## config.mk

```make
export PLATFORM = sky130hd
export DESIGN_NAME = uart_rx_byte
export DESIGN_NICKNAME = d
export VERILOG_FILES = /design/src/rtl/uart_pkg.sv /design/src/rtl/sync_2ff.sv /design/src/rtl/uart_rx_byte.sv
export SDC_FILE = /design/constraint.sdc
export NUM_CORES = 1
export LEC_CHECK = 0
export CORE_ASPECT_RATIO = 0.9
export CORE_MARGIN = 5
export CORE_UTILIZATION = 57
export DETAILED_ROUTE_END_ITERATION = 10
export PLACE_DENSITY = 0.77
export RECOVER_POWER = 50
export SLEW_MARGIN = 20
export SYNTH_ARGS = -nofsm -noshare
export SYNTH_HDL_FRONTEND = slang
export SYNTH_SLANG_ARGS = --single-unit
```

## constraint.sdc

```tcl
create_clock -name iCLK_50 -period 2.1 [get_ports iCLK_50]
set_input_delay 0.42 -clock iCLK_50 [delete_from_list [all_inputs] [get_ports iCLK_50]]
set_output_delay 0.42 -clock iCLK_50 [all_outputs]
set_load 0.02 [all_outputs]
```

## src/rtl/uart_pkg.sv

```systemverilog
// Purpose: shared UART definitions for the receive (and future transmit) path.
//   uart_rx_state_t  receiver FSM state encoding
//   clks_per_bit()   system clocks per serial bit for a given clock and baud
package uart_pkg;

   typedef enum logic [2:0] {
      IDLE  = 3'd0,
      START = 3'd1,
      DATA  = 3'd2,
      STOP  = 3'd3,
      BREAK = 3'd4
   } uart_rx_state_t;

   // Integer division: the bit period is truncated to whole clock cycles
   function automatic int unsigned clks_per_bit(input int unsigned clk_hz,
                                                input int unsigned baud);
      return clk_hz / baud;
   endfunction

endpackage

```

## src/rtl/sync_2ff.sv

```systemverilog
// Purpose: generic two-flop synchronizer for a single asynchronous bit.
// Ports:
//   clk  in   clock, rising edge
//   rst  in   synchronous reset, active-high (both flops load RST_VAL)
//   d    in   asynchronous input
//   q    out  synchronized output, two cycles of latency
module sync_2ff #(
   parameter logic RST_VAL = 1'b1
) (
   input  logic clk,
   input  logic rst,
   input  logic d,
   output logic q
);

   logic meta_q, meta_d;
   logic sync_q, sync_d;

   always_comb begin
      meta_d = d;
      sync_d = meta_q;
   end

   always_ff @(posedge clk) begin
      if (rst) begin
         meta_q <= RST_VAL;
         sync_q <= RST_VAL;
      end else begin
         meta_q <= meta_d;
         sync_q <= sync_d;
      end
   end

   assign q = sync_q;

endmodule

```

## src/rtl/uart_rx_byte.sv

```systemverilog
// Purpose: 8N1-style UART receiver; turns the serial line into parallel bytes
//   with a one-cycle valid strobe and flags framing errors.
// Ports:
//   iCLK_50     in   system clock, rising edge
//   iRST        in   synchronous reset, active-high
//   iUART_RXD   in   raw serial line (asynchronous, idle high)
//   oDATA       out  last good byte, LSB = first bit received
//   oVALID      out  1-cycle pulse when oDATA is updated
//   oFRAME_ERR  out  1-cycle pulse when the stop bit is sampled low
//   oBUSY       out  high whenever the receiver is not idle
module uart_rx_byte
   import uart_pkg::*;
#(
   parameter int unsigned CLK_HZ    = 50_000_000,
   parameter int unsigned BAUD      = 115200,
   parameter int unsigned DATA_BITS = 8
) (
   input  logic                 iCLK_50,
   input  logic                 iRST,
   input  logic                 iUART_RXD,
   output logic [DATA_BITS-1:0] oDATA,
   output logic                 oVALID,
   output logic                 oFRAME_ERR,
   output logic                 oBUSY
);

   localparam int unsigned CLKS_PER_BIT = clks_per_bit(CLK_HZ, BAUD);
   localparam int unsigned HALF_BIT     = CLKS_PER_BIT / 2;
   localparam int unsigned CNT_W        = $clog2(CLKS_PER_BIT);
   localparam int unsigned BIT_W        = $clog2(DATA_BITS);

   localparam logic [CNT_W-1:0] CNT_FULL = CNT_W'(CLKS_PER_BIT - 1);
   localparam logic [CNT_W-1:0] CNT_HALF = CNT_W'(HALF_BIT - 1);
   localparam logic [BIT_W-1:0] BIT_LAST = BIT_W'(DATA_BITS - 1);

   logic rx_s;

   uart_rx_state_t       state_q, state_d;
   logic [CNT_W-1:0]     cnt_q, cnt_d;
   logic [BIT_W-1:0]     bit_cnt_q, bit_cnt_d;
   logic [DATA_BITS-1:0] shift_q, shift_d;
   logic [DATA_BITS-1:0] data_q, data_d;
   logic                 valid_q, valid_d;
   logic                 ferr_q, ferr_d;
   logic                 busy_q, busy_d;

   // Reset to 1 so the line reads idle and no false start follows reset
   sync_2ff #(.RST_VAL(1'b1)) u_sync (
      .clk (iCLK_50),
      .rst (iRST),
      .d   (iUART_RXD),
      .q   (rx_s)
   );

   // Next-state and output logic
   always_comb begin
      state_d   = state_q;
      cnt_d     = cnt_q;
      bit_cnt_d = bit_cnt_q;
      shift_d   = shift_q;
      data_d    = data_q;
      valid_d   = 1'b0;
      ferr_d    = 1'b0;

      case (state_q)
         IDLE: begin
            if (!rx_s) begin
               state_d = START;
               cnt_d   = '0;
            end
         end
         START: begin
            // Re-check the start bit at its middle to reject glitches
            if (cnt_q == CNT_HALF) begin
               cnt_d = '0;
               if (!rx_s) begin
                  state_d   = DATA;
                  bit_cnt_d = '0;
               end else begin
                  state_d = IDLE;
               end
            end else begin
               cnt_d = cnt_q + CNT_W'(1);
            end
         end
         DATA: begin
            if (cnt_q == CNT_FULL) begin
               cnt_d   = '0;
               shift_d = {rx_s, shift_q[DATA_BITS-1:1]};
               if (bit_cnt_q == BIT_LAST) begin
                  state_d   = STOP;
                  bit_cnt_d = '0;
               end else begin
                  bit_cnt_d = bit_cnt_q + BIT_W'(1);
               end
            end else begin
               cnt_d = cnt_q + CNT_W'(1);
            end
         end
         STOP: begin
            // Leaving at mid-stop-bit leaves half a bit to catch the next start edge
            if (cnt_q == CNT_FULL) begin
               cnt_d = '0;
               if (rx_s) begin
                  data_d  = shift_q;
                  valid_d = 1'b1;
                  state_d = IDLE;
               end else begin
                  ferr_d  = 1'b1;
                  state_d = BREAK;
               end
            end else begin
               cnt_d = cnt_q + CNT_W'(1);
            end
         end
         BREAK: begin
            // A held-low line must return high before a new frame is accepted
            if (rx_s) begin
               state_d = IDLE;
            end
         end
         default: begin
            state_d = IDLE;
         end
      endcase

      busy_d = (state_d != IDLE);
   end

   // State and output registers
   always_ff @(posedge iCLK_50) begin
      if (iRST) begin
         state_q   <= IDLE;
         cnt_q     <= '0;
         bit_cnt_q <= '0;
         shift_q   <= '0;
         data_q    <= '0;
         valid_q   <= 1'b0;
         ferr_q    <= 1'b0;
         busy_q    <= 1'b0;
      end else begin
         state_q   <= state_d;
         cnt_q     <= cnt_d;
         bit_cnt_q <= bit_cnt_d;
         shift_q   <= shift_d;
         data_q    <= data_d;
         valid_q   <= valid_d;
         ferr_q    <= ferr_d;
         busy_q    <= busy_d;
      end
   end

   assign oDATA      = data_q;
   assign oVALID     = valid_q;
   assign oFRAME_ERR = ferr_q;
   assign oBUSY      = busy_q;

endmodule

```

# Word-level counts from Yosys, hierarchy flattened

Index checks and enable logic that the tools add are counted.

Flip-flop bits (word level): 36
Latch bits: 0
Memory bits (writable): 0
ROM bits: 0
Output and inout port bits: 11
Memories kept: 0

Add/subtract/negate cells: 2
Multipliers: 0
Divide/modulo/power cells: 0
Magnitude comparators: 0
Eq/ne operators: 11
Shift-type cells: 0
Multiplexer cells: 20
Bitwise logic cells: 2
Reduce and logical (&&, ||, !) cells: 10

Operator list:

| kind                | number |
|---|---|
| $mux 3              | 11 |
| $mux 9              | 3 |
| $pmux 9 s3          | 1 |
| $pmux 3 s5          | 1 |
| $add 9x1->9 const B | 1 |
| $eq 9x8->1 const B  | 1 |
| $eq 9x9->1 const B  | 1 |
| $ne 2x2->1 const B  | 4 |
| $eq 3x2->1 const B  | 2 |
| $eq 3x3->1 const B  | 2 |
| $pmux 3 s2          | 1 |
| $reduce_bool 3->1   | 2 |
| $reduce_and 2->1    | 2 |
| $reduce_and 4->1    | 1 |
| $add 3x1->3 const B | 1 |
| $eq 3x1->1 const B  | 1 |
| $logic_not 3->1     | 1 |
| $reduce_and 3->1    | 1 |
| $reduce_or 3->1     | 1 |
| $mux 1              | 2 |
| $mux 2              | 1 |
| $not 1->1           | 2 |
| $reduce_bool 2->1   | 1 |
| $reduce_or 2->1     | 1 |

# Depth between registers and ports, before layout

Gate-level depths: netlist (run 1).

Word-level depth: 5
Gate-level depth with buffers: 7
Depth with buffers taken out: 6

# Cells and area by module

From an unflattened synthesis (run 1), not the netlist that was laid out.

Cells, all modules: 187
Area, all modules: 1705.4 um2

Modules (own cells, without submodules):

| module       | times used | cells each | area each (um2) | seq. area each (um2) |
|---|---|---|---|---|
| uart_rx_byte | 1          | 183        | 1652.8          | 680.7 |
| sync_2ff     | 1          | 4          | 52.6            | 40.0 |

# Worst setup path after synthesis (run 1)

OpenSTA, ideal clock, no wires.

Kind: reg2reg
Start: reg cnt_q[0]
End: reg bit_cnt_q[1]
Arrival: 1610 ps
Path slack: 420 ps
Stages on the path, launching flop included: 7
Period minus slack after synthesis: 1680 ps
Path through: dfxtp_1 > inv_1 > ha_1 > nor3b_1 > a31oi_2 > or4_1 > a21oi_1

Word-level cells in the longest chain between the ends: 3
Elaborated cells on any way between the ends: 5
Classes of those cells: 4 x eq/ne; 1 x reduce/logical

Ends and longest elaborated chain:

| element                                         | RTL line                               | RTL |
|---|---|---|
| start: declaration                              | uart_rx_byte.sv:39                     | `logic [CNT_W-1:0] cnt_q, cnt_d;` |
| start signal: assignment                        | uart_rx_byte.sv:143                    | `cnt_q <= cnt_d;` |
| $eq 9x9->1 / $eq 9x8->1 (equally long branches) | uart_rx_byte.sv:87, uart_rx_byte.sv:74 |  |
| $ne 2x2->1 (no line)                            | n/a                                    |  |
| $reduce_and 4->1 (no line) *                    | n/a                                    |  |
| end signal: assignment                          | uart_rx_byte.sv:144                    | `bit_cnt_q <= bit_cnt_d;` |
| end: declaration                                | uart_rx_byte.sv:40                     | `logic [BIT_W-1:0] bit_cnt_q, bit_cnt_d;` |

Every way passes the cells marked *; elsewhere a longest branch is shown, timed or not.
A chain may end at the register's enable or synchronous reset.

# Worst setup path in the final report (run 1)

Start: reg cnt_q[0]
End: reg shift_q[2]

Word-level cells in the longest chain between the ends: 2

Ends and longest elaborated chain:

| element                    | RTL line            | RTL |
|---|---|---|
| $eq 9x9->1                 | uart_rx_byte.sv:87  | `if (cnt_q == CNT_FULL) begin` |
| $reduce_and 2->1 (no line) | n/a                 |  |
| end signal: assignment     | uart_rx_byte.sv:145 | `shift_q <= shift_d;` |
| end: declaration           | uart_rx_byte.sv:41  | `logic [DATA_BITS-1:0] shift_q, shift_d;` |

No other way between the ends.

==> results of run 1 <==
[layout make-up]
| class | count | area, um2 | share of cell area [%] |
|---|---|---|---|
| clock buffers | 6 | 41.29 | 2.043 |
| clock inverters | 2 | 35.03 | 1.734 |
| inverters | 5 | 18.77 | 0.9288 |
| multi-input cells | 136 | 977.2 | 48.36 |
| flip-flops and latches | 36 | 720.7 | 35.67 |
| well taps | 42 | 52.55 | 2.601 |
| repair buffers | 19 | 175.2 | 8.669 |
[synthesized netlist by cell type, types with 3 or more instances]
library cell  count  area share, %
dfxtp_1          36             41
nor2_1           21            4.5
mux2i_1          17            9.6
nand2_1          11            2.3
a21oi_1           9            2.6
clkbuf_1          6            1.3
nor3_1            6            1.7
ha_1              5            3.5
inv_1             5            1.1
nand2b_1          5            1.8
nor4_1            5            1.8
a211oi_1          4            1.7
buf_2             4            1.1
or2_2             4            1.4
nor3b_2           3            2.1
o21ai_0           3           0.85
[timing repair]
item / CTS / global route
resized for setup: 0 / 1
setup endpoints to repair: 0 / 3
hold buffers: 0 / 0
[routing by layer]
metal | vias up | part of all wire (%) | global-route usage [%]
met5 | - | 0 | 0
met4 | 0 | 3.0 | 10.92
met3 | 12 | 4.3 | 5.216
met2 | 38 | 47 | 28.49
met1 | 672 | 46 | 23.25
li1 | 714 | - | -
[how the worst max path moves through the flow]
stage	end	startpoint	slack, ps	depth (start not counted)
after floorplan	bit_cnt_q[1]	cnt_q[0]	420	6
after global placement	bit_cnt_q[1]	cnt_q[0]	270	6
after detailed placement	bit_cnt_q[2]	cnt_q[0]	130	6
after CTS	bit_cnt_q[2]	cnt_q[0]	50	6
after global routing	bit_cnt_q[2]	cnt_q[0]	40	6
final	shift_q[2]	cnt_q[0]	180	5
[per-stage QoR]
stage          worst slack, ps  instances  power [uW]  utilization [%]  hold slack, ps
2_1_floorplan            419.9        188       747.9                -           389.5
3_3_place_gp             266.0        238       764.9            64.40           394.0
3_5_place_dp             134.6        238       767.4            64.40           399.1
4_1_cts                  52.07        246        1247            66.93           424.5
5_1_grt                  44.59        246        1293            66.93           449.7
6_report                 184.2        246        1231            66.93           419.8
[power by group]
part	switching (uW)	total, uW	leakage, uW	internal (uW)
Sequential	4.50	692	0.000291	688
Combinational	36.4	60.3	0.000437	23.9
Clock	229	478	0.0000422	249
Total	270	1230	0.000770	961
[worst max-delay path: cells and delay by family, from the launching register on]
| family | cells | cell delay (ps) |
|---|---|---|
| and+or+nand+nor | 3 | 850 |
| DFF | 1 | 450 |
| muxes | 1 | 310 |
| adders and majority gates | 1 | 200 |
[flip-flops by register name, indices dropped and copies added, names as in the netlist]
signal / cells
cnt_q: 9
oDATA: 8
shift_q: 8
bit_cnt_q: 3
state_q: 3
oBUSY: 1
oFRAME_ERR: 1
oVALID: 1
u_sync.meta_q: 1
u_sync.q: 1
[logic make-up (layout without fill, tap and decap cells)]
family,Yosys count,count (layout),synth area share [%]
xor gates and xnor gates,2,2,0.9931
DFF,36,36,40.85
and+or+nand+nor,77,77,26.60
muxes,17,17,9.645
AOI/OAI and AO/OA,35,35,14.61
adders and majority gates,5,5,3.546
buffers and inverters,16,32,3.759
==> impl_metrics.toml, run 1 <==
[outcome]
status = "finished, final reports clean"

[worst_hold_path]
worstHoldPathType = "reg -> reg"
hold-path-endpoint = "u_sync.q"
min-delay-start = "u_sync.meta_q"
min_path_cells = 1

[clock_network]
cts_tree = "done"
post_cts_buffers = 0
clk_latency_ps = 340
clock_path_buffers = 2
cts_sinks = 36
numCtsBuffers = 5
clk_pin_slew_worst_paths_ps = 110
ctsHtreeMaxLevel = 2
cts-root-buf = "clkbuf_4"

[detailed_routing]
first_iter_violations = 46
wire_per_inst_um = 14.46
drt-pass1-iter-count = 4
drc_errors = 0
via_per_inst = 5.837
totalWireLength_um = 3558
final_antenna_net_count = 0
vias = 1436

[finish]
stdcell_area_mm2 = 0.002021
final_cell_mix = "dfxtp_1, nor2_1, mux2i_1"
drive_gt1_share_pct = 13.73
nets = 211
area_growth_syn_to_layout_pct = 14.54
diodes = 0
final_common_cell = "dfxtp_1"
fill_cells = 266

[global_route]
antenna_found_initial = 0
grt_use_total_pct = 18.82
grt_pass1_vias = 1377
gr-total-overflow = 0
grt_pass1_wl_um = 6175
grt_max_degree = 21

[logic_synthesis]
synth_nets = 196
synthesis.area_mm2 = 0.001764
synth_cell_types = 49
syn_area_per_cell_um2 = 9.384
syn_inst = 188
async_flop_share_pct = 0
synth_flop_cell = "dfxtp_1"
ys_ff_latch = 36
yosys_warnings = 0
yosysSeqAreaShare_pct = 40.85
synth-edff-count = 0

[setup_path]
crit_path_max_incr_delay_ps = 450
crit_type = "reg -> reg"
cp.required_ps = 2340
startpoint_type = "register"
cp_slowest_cell = "dfxtp_1"
r2r_cells = 5
cp_max_fo = 8
cp_cell_sequence = "ha_1, and4b_1, nand3_1, mux2i_1, nor2_1"
reg2reg_setup_slack_ps = 180
r2r-start = "cnt_q[0]"
critical_path.endpoint_type = "register"
regToRegEndpoint = "shift_q[2]"
crit_arrival_ps = 2150

[timing]
post-route-period-util_pct = 91.23
tightest_slew_ps = 536.2
period_minus_slack_ps = 1916
setup_violations = 0
fmax_mhz = 522.0
final_hold_viol_count = 0
final_max_slew_viol_count = 0
grt_setup_unrepaired = "false"
finalSetupTns_ps = 0
finClkSkew_ps = 8.378
relSlewSlack_pct = 64.14

[pwr]
p_leak_uw = 0.0007696
p_per_area_mw_per_mm2 = 609.1
max-vdd-ir-drop_v = 0.0004176

[placement]
portBuffers = 13
finalWeightedCongestion = 0.9432
dp_hpwl_um = 2616
placed_cell_area_mm2 = 0.001944

[floorplanning]
floorplan.initialDensity_pct = 58.43
die_area_mm2 = 0.004309
die_h_um = 62.78
num_rows = 19
ios = 14
die_x_um = 68.64
core_area_mm2 = 0.003019

[flow_run]
max_cap_viol_count = 0
Note: power is estimated with default switching activity, not from simulation.
==> inputs of run 2 (changes only) <==
Settings changed: MAX_ROUTING_LAYER from default to met4, SLEW_MARGIN 20 to 30.
==> run 2 against run 1 <==
Compared with the run above:
- critical path depth unchanged
- worst hold slack unchanged
- sequential power about the same
==> impl_metrics.toml, run 2 (synthesized netlist as in run 1, its figures left out) <==
[placement]
dp_hpwl_um = 2616
portBuffers = 13
finalWeightedCongestion = 0.9602

[clock_network]
clock_path_buffers = 2
post_cts_buffers = 0
cts-root-buf = "clkbuf_4"
numCtsBuffers = 5
cts_tree = "done"
cts_sinks = 36
clk_latency_ps = 340
ctsHtreeMaxLevel = 2
clk_pin_slew_worst_paths_ps = 110

[timing]
period_minus_slack_ps = 1929
final_hold_viol_count = 0
fmax_mhz = 518.5
finClkSkew_ps = 7.669
tightest_slew_ps = 535.9
finalSetupTns_ps = 0
relSlewSlack_pct = 64.16
final_max_slew_viol_count = 0
setup_violations = 0
grt_setup_unrepaired = "false"
post-route-period-util_pct = 91.84

[detailed_routing]
vias = 1418
drt-pass1-iter-count = 4
totalWireLength_um = 3549
first_iter_violations = 41
final_antenna_net_count = 0
wire_per_inst_um = 14.43
via_per_inst = 5.764
drc_errors = 0

[global_route]
grt_use_total_pct = 19.28
grt_max_degree = 21
grt_pass1_wl_um = 6175
gr-total-overflow = 0
grt_pass1_vias = 1373
antenna_found_initial = 0

[setup_path]
cp.required_ps = 2340
startpoint_type = "register"
critical_path.endpoint_type = "register"
cp_max_fo = 8
crit_type = "reg -> reg"
crit_arrival_ps = 2170

[finish]
drive_gt1_share_pct = 13.73
fin_util_pct = 66.93
fill_cells = 266
final_common_cell = "dfxtp_1"
final_cell_mix = "dfxtp_1, nor2_1, mux2i_1"
diodes = 0
nets = 211
area_growth_syn_to_layout_pct = 14.54
largest_reg_flops = 9
largest-register = "cnt_q"

[pwr]
max-vdd-ir-drop_v = 0.0004182
p_per_area_mw_per_mm2 = 610.3
p_leak_uw = 0.0007696

[floorplanning]
num_rows = 19
floorplan.initialDensity_pct = 58.43
core_area_mm2 = 0.003019
die_h_um = 62.78
die_x_um = 68.64
die_area_mm2 = 0.004309
ios = 14

[worst_hold_path]
worstHoldPathType = "reg -> reg"

[outcome]
status = "finished, final reports clean"

[flow_run]
max_cap_viol_count = 0
run 2: metal layers:
| metal | routed length, um | up-vias | global-route usage [%] |
|---|---|---|---|
| met4 | 85 | 0 | 10.92 |
| met3 | 139 | 11 | 5.036 |
| met2 | 1694 | 38 | 28.61 |
| li1 | - | 712 | - |
| met5 | 0 | - | - |
| met1 | 1629 | 657 | 23.14 |
run 2: final cells by class:
cell class | count | area [um2] | area share [%]
Inverter | 5 | 18.77 | 0.9288
Sequential cell | 36 | 720.7 | 35.67
Timing Repair Buffer | 19 | 175.2 | 8.669
Clock inverter | 2 | 35.03 | 1.734
Tap cell | 42 | 52.55 | 2.601
Multi-Input combinational cell | 136 | 977.2 | 48.36
Clock buffer | 6 | 41.29 | 2.043
run 2: final timing paths:
check	startpoint	end	slack (ps)	cells past startpoint
worst max-delay path	cnt_q[0]	shift_q[2]	170	5
worst min-delay path	u_sync.meta_q	u_sync.q	420	1
worst max register to register	cnt_q[0]	shift_q[2]	170	5
worst min register to register	u_sync.meta_q	u_sync.q	420	1
run 2: stage by stage:
stage | power [uW] | worst slack (ps) | hold WS (ps) | std cells | area, um2
finish | 1233 | 171.3 | 419.8 | 246 | 2021
global placement | 764.9 | 266.0 | 394.0 | 238 | 1944
detailed placement | 767.4 | 134.6 | 399.1 | 238 | 1944
CTS | 1247 | 52.07 | 424.5 | 246 | 2021
global route | 1292 | 44.59 | 449.7 | 246 | 2021
floorplan | 747.9 | 419.9 | 389.5 | 188 | 1764
run 2: report_power, final:
group | internal [uW] | switching (uW)
registers | 688 | 4.57
clock network | 249 | 231
logic | 23.9 | 36.5
total | 961 | 272
run 2: worst max-delay path, stage by stage, from the launching register on:
cell	delay, ps
dfxtp_1	450
ha_1	200
and4b_1	350
nand3_1	440
mux2i_1	310
nor2_1	60
run 2: timing repair:
action / 4_1_cts / 5_1_grt
endpoints found under the setup margin: 0 / 3
gates resized for setup: 0 / 1
hold buffers: 0 / 0
==> inputs of run 3 (changes only) <==
Settings changed: CORE_UTILIZATION 57 to 60, CTS_CLUSTER_DIAMETER from default to 100, DONT_BUFFER_PORTS from default to 1, PLACE_DENSITY 0.77 to 0.75.
==> run 3 against run 2 <==
Compared with the run above:
- worst hold slack got worse by 280 ps
- largest power group unchanged
- sequential share of layout area up 2.9 points
- final cell count down 6.9%
- setup slack improved by 28 ps
- non-clock buffer count down 15
- maximum frequency increased by 1.5%
- sequential power about the same
- die area is 4.3% lower
- design area down 7.5%
- critical endpoint is now bit_cnt_q[1]
- via count fell by 2.1%
==> impl_metrics.toml, run 3 (synthesized netlist as in run 1, its figures left out) <==
[finish]
largest_reg_flops = 9
nets = 196
stdcell_area_mm2 = 0.001869
final_cell_mix = "dfxtp_1, nor2_1, mux2i_1"
fin_util_pct = 66.94
regArea_um2 = 720.7
fin_cells = 229
multiInputGateArea_um2 = 977.2
final_common_cell = "dfxtp_1"
drive_gt1_share_pct = 13.23
area_growth_syn_to_layout_pct = 5.957
largest-register = "cnt_q"
fill_cells = 251
diodes = 0

[floorplanning]
die_area_mm2 = 0.004126
die_h_um = 61.44
num_rows = 18
core_area_mm2 = 0.002793
die_x_um = 67.16
ios = 14
floorplan.initialDensity_pct = 63.17

[global_route]
antenna_found_initial = 0
gr-total-overflow = 0
grt_pass1_vias = 1335
grt_use_total_pct = 20.32
grt_pass1_wl_um = 6113
grt_max_degree = 36

[worst_hold_path]
worstHoldPathType = "in -> reg"
min-delay-start = "iRST"
hold-path-endpoint = "cnt_q[7]"
min_path_cells = 1

[clock_network]
clk_latency_ps = 340
ctsHtreeMaxLevel = 2
numCtsBuffers = 5
cts_tree = "done"
cts_sinks = 36
post_cts_buffers = 0
clock_path_buffers = 2
cts-root-buf = "clkbuf_4"
ctsHoldBuffers = 0
clk_pin_slew_worst_paths_ps = 110
post_cts_resized = 0

[setup_path]
critical_path.endpoint_type = "register"
cp_slowest_cell = "or4_1"
cp_max_fo = 6
startpoint_type = "register"
reg2reg_setup_slack_ps = 200
crit_arrival_ps = 2190
regToRegEndpoint = "bit_cnt_q[1]"
r2r-start = "cnt_q[0]"
crit_start = "cnt_q[0]"
cp_cell_sequence = "ha_1, and4b_1, a31oi_4, or4_1, a21oi_1"
crit_path_max_incr_delay_ps = 490
cp.required_ps = 2390
crit_type = "reg -> reg"
r2r_cells = 5

[timing]
fmax_mhz = 526.1
final_max_slew_viol_count = 0
relSlewSlack_pct = 63.13
post-route-period-util_pct = 90.52
finClkSkew_ps = 10.19
grt_setup_unrepaired = "false"
final_hold_viol_count = 0
setup_violations = 0
period_minus_slack_ps = 1901
tightest_slew_ps = 551.3
finalSetupTns_ps = 0

[placement]
dp_cells = 221
dp_hpwl_um = 2541
finalWeightedCongestion = 0.9557
portBuffers = 0
placed_cell_area_mm2 = 0.001797

[pwr]
clockPowerShare_pct = 39.4
fin_total_pwr_uw = 1214
switching_power_uw = 259.7
p_int_uw = 954.7
max-vdd-ir-drop_v = 0.0005876
p_per_area_mw_per_mm2 = 649.7
power_frac_comb_pct = 3.4
p_leak_uw = 0.0006707
seq_power_share_pct = 57.1
power.share.switching_pct = 21.39

[detailed_routing]
totalWireLength_um = 3613
drt-pass1-iter-count = 4
drc_errors = 0
final_antenna_net_count = 0
via_per_inst = 6.061
first_iter_violations = 107
vias = 1388
wire_per_inst_um = 15.78

[flow_run]
max_cap_viol_count = 0

[outcome]
status = "finished, final reports clean"
run 3: power groups by stage:
stage               clock network, uW  registers (uW)  logic [uW]
finish                            479             694        41.7
global route                      510             695        46.3
CTS                               487             694        41.2
detailed placement                  0             709        40.6
global placement                    0             709        39.5
floorplan                           0             708        39.5
run 3: worst max-delay path by stage:
stage / to / slack [ps]
6_report: bit_cnt_q[1] / 200
5_1_grt: oDATA[4] / 40
4_1_cts: bit_cnt_q[1] / 170
3_5_place_dp: bit_cnt_q[1] / 210
3_3_place_gp: bit_cnt_q[1] / 280
2_1_floorplan: bit_cnt_q[1] / 420
run 3: final cells by class:
cell class	instances	area share, %
multi-input combinational	136	52.28
sequential	36	38.55
tap	40	2.677
clock buffer	6	2.209
clock inverter	2	1.874
timing repair buffer	4	1.406
inverter	5	1.004
run 3: metal layers:
metal	part of all wire [%]	global-route usage, %	vias to the layer above
met3	5.0	4.745	4
li1	-	-	684
met5	0	-	-
met4	0.72	8.382	0
met2	48	33.61	35
met1	46	23.86	665
run 3: stage by stage:
stage               setup slack [ps]  hold WS [ps]
CTS                            170.7         122.4
floorplan                      419.9         389.5
global route                   38.91         118.4
global placement               281.4         391.2
detailed placement             205.8         406.0
finish                         199.1         137.3
run 3: critical path, delay by kind of cell (launching register included):
| kind | cells | cell delay [ps] |
|---|---|---|
| adder cells (fa/ha/maj) | 1 | 220 |
| flip-flops | 1 | 440 |
| AND/OR/NAND/NOR | 2 | 880 |
| AO/OA/AOI/OAI | 2 | 310 |
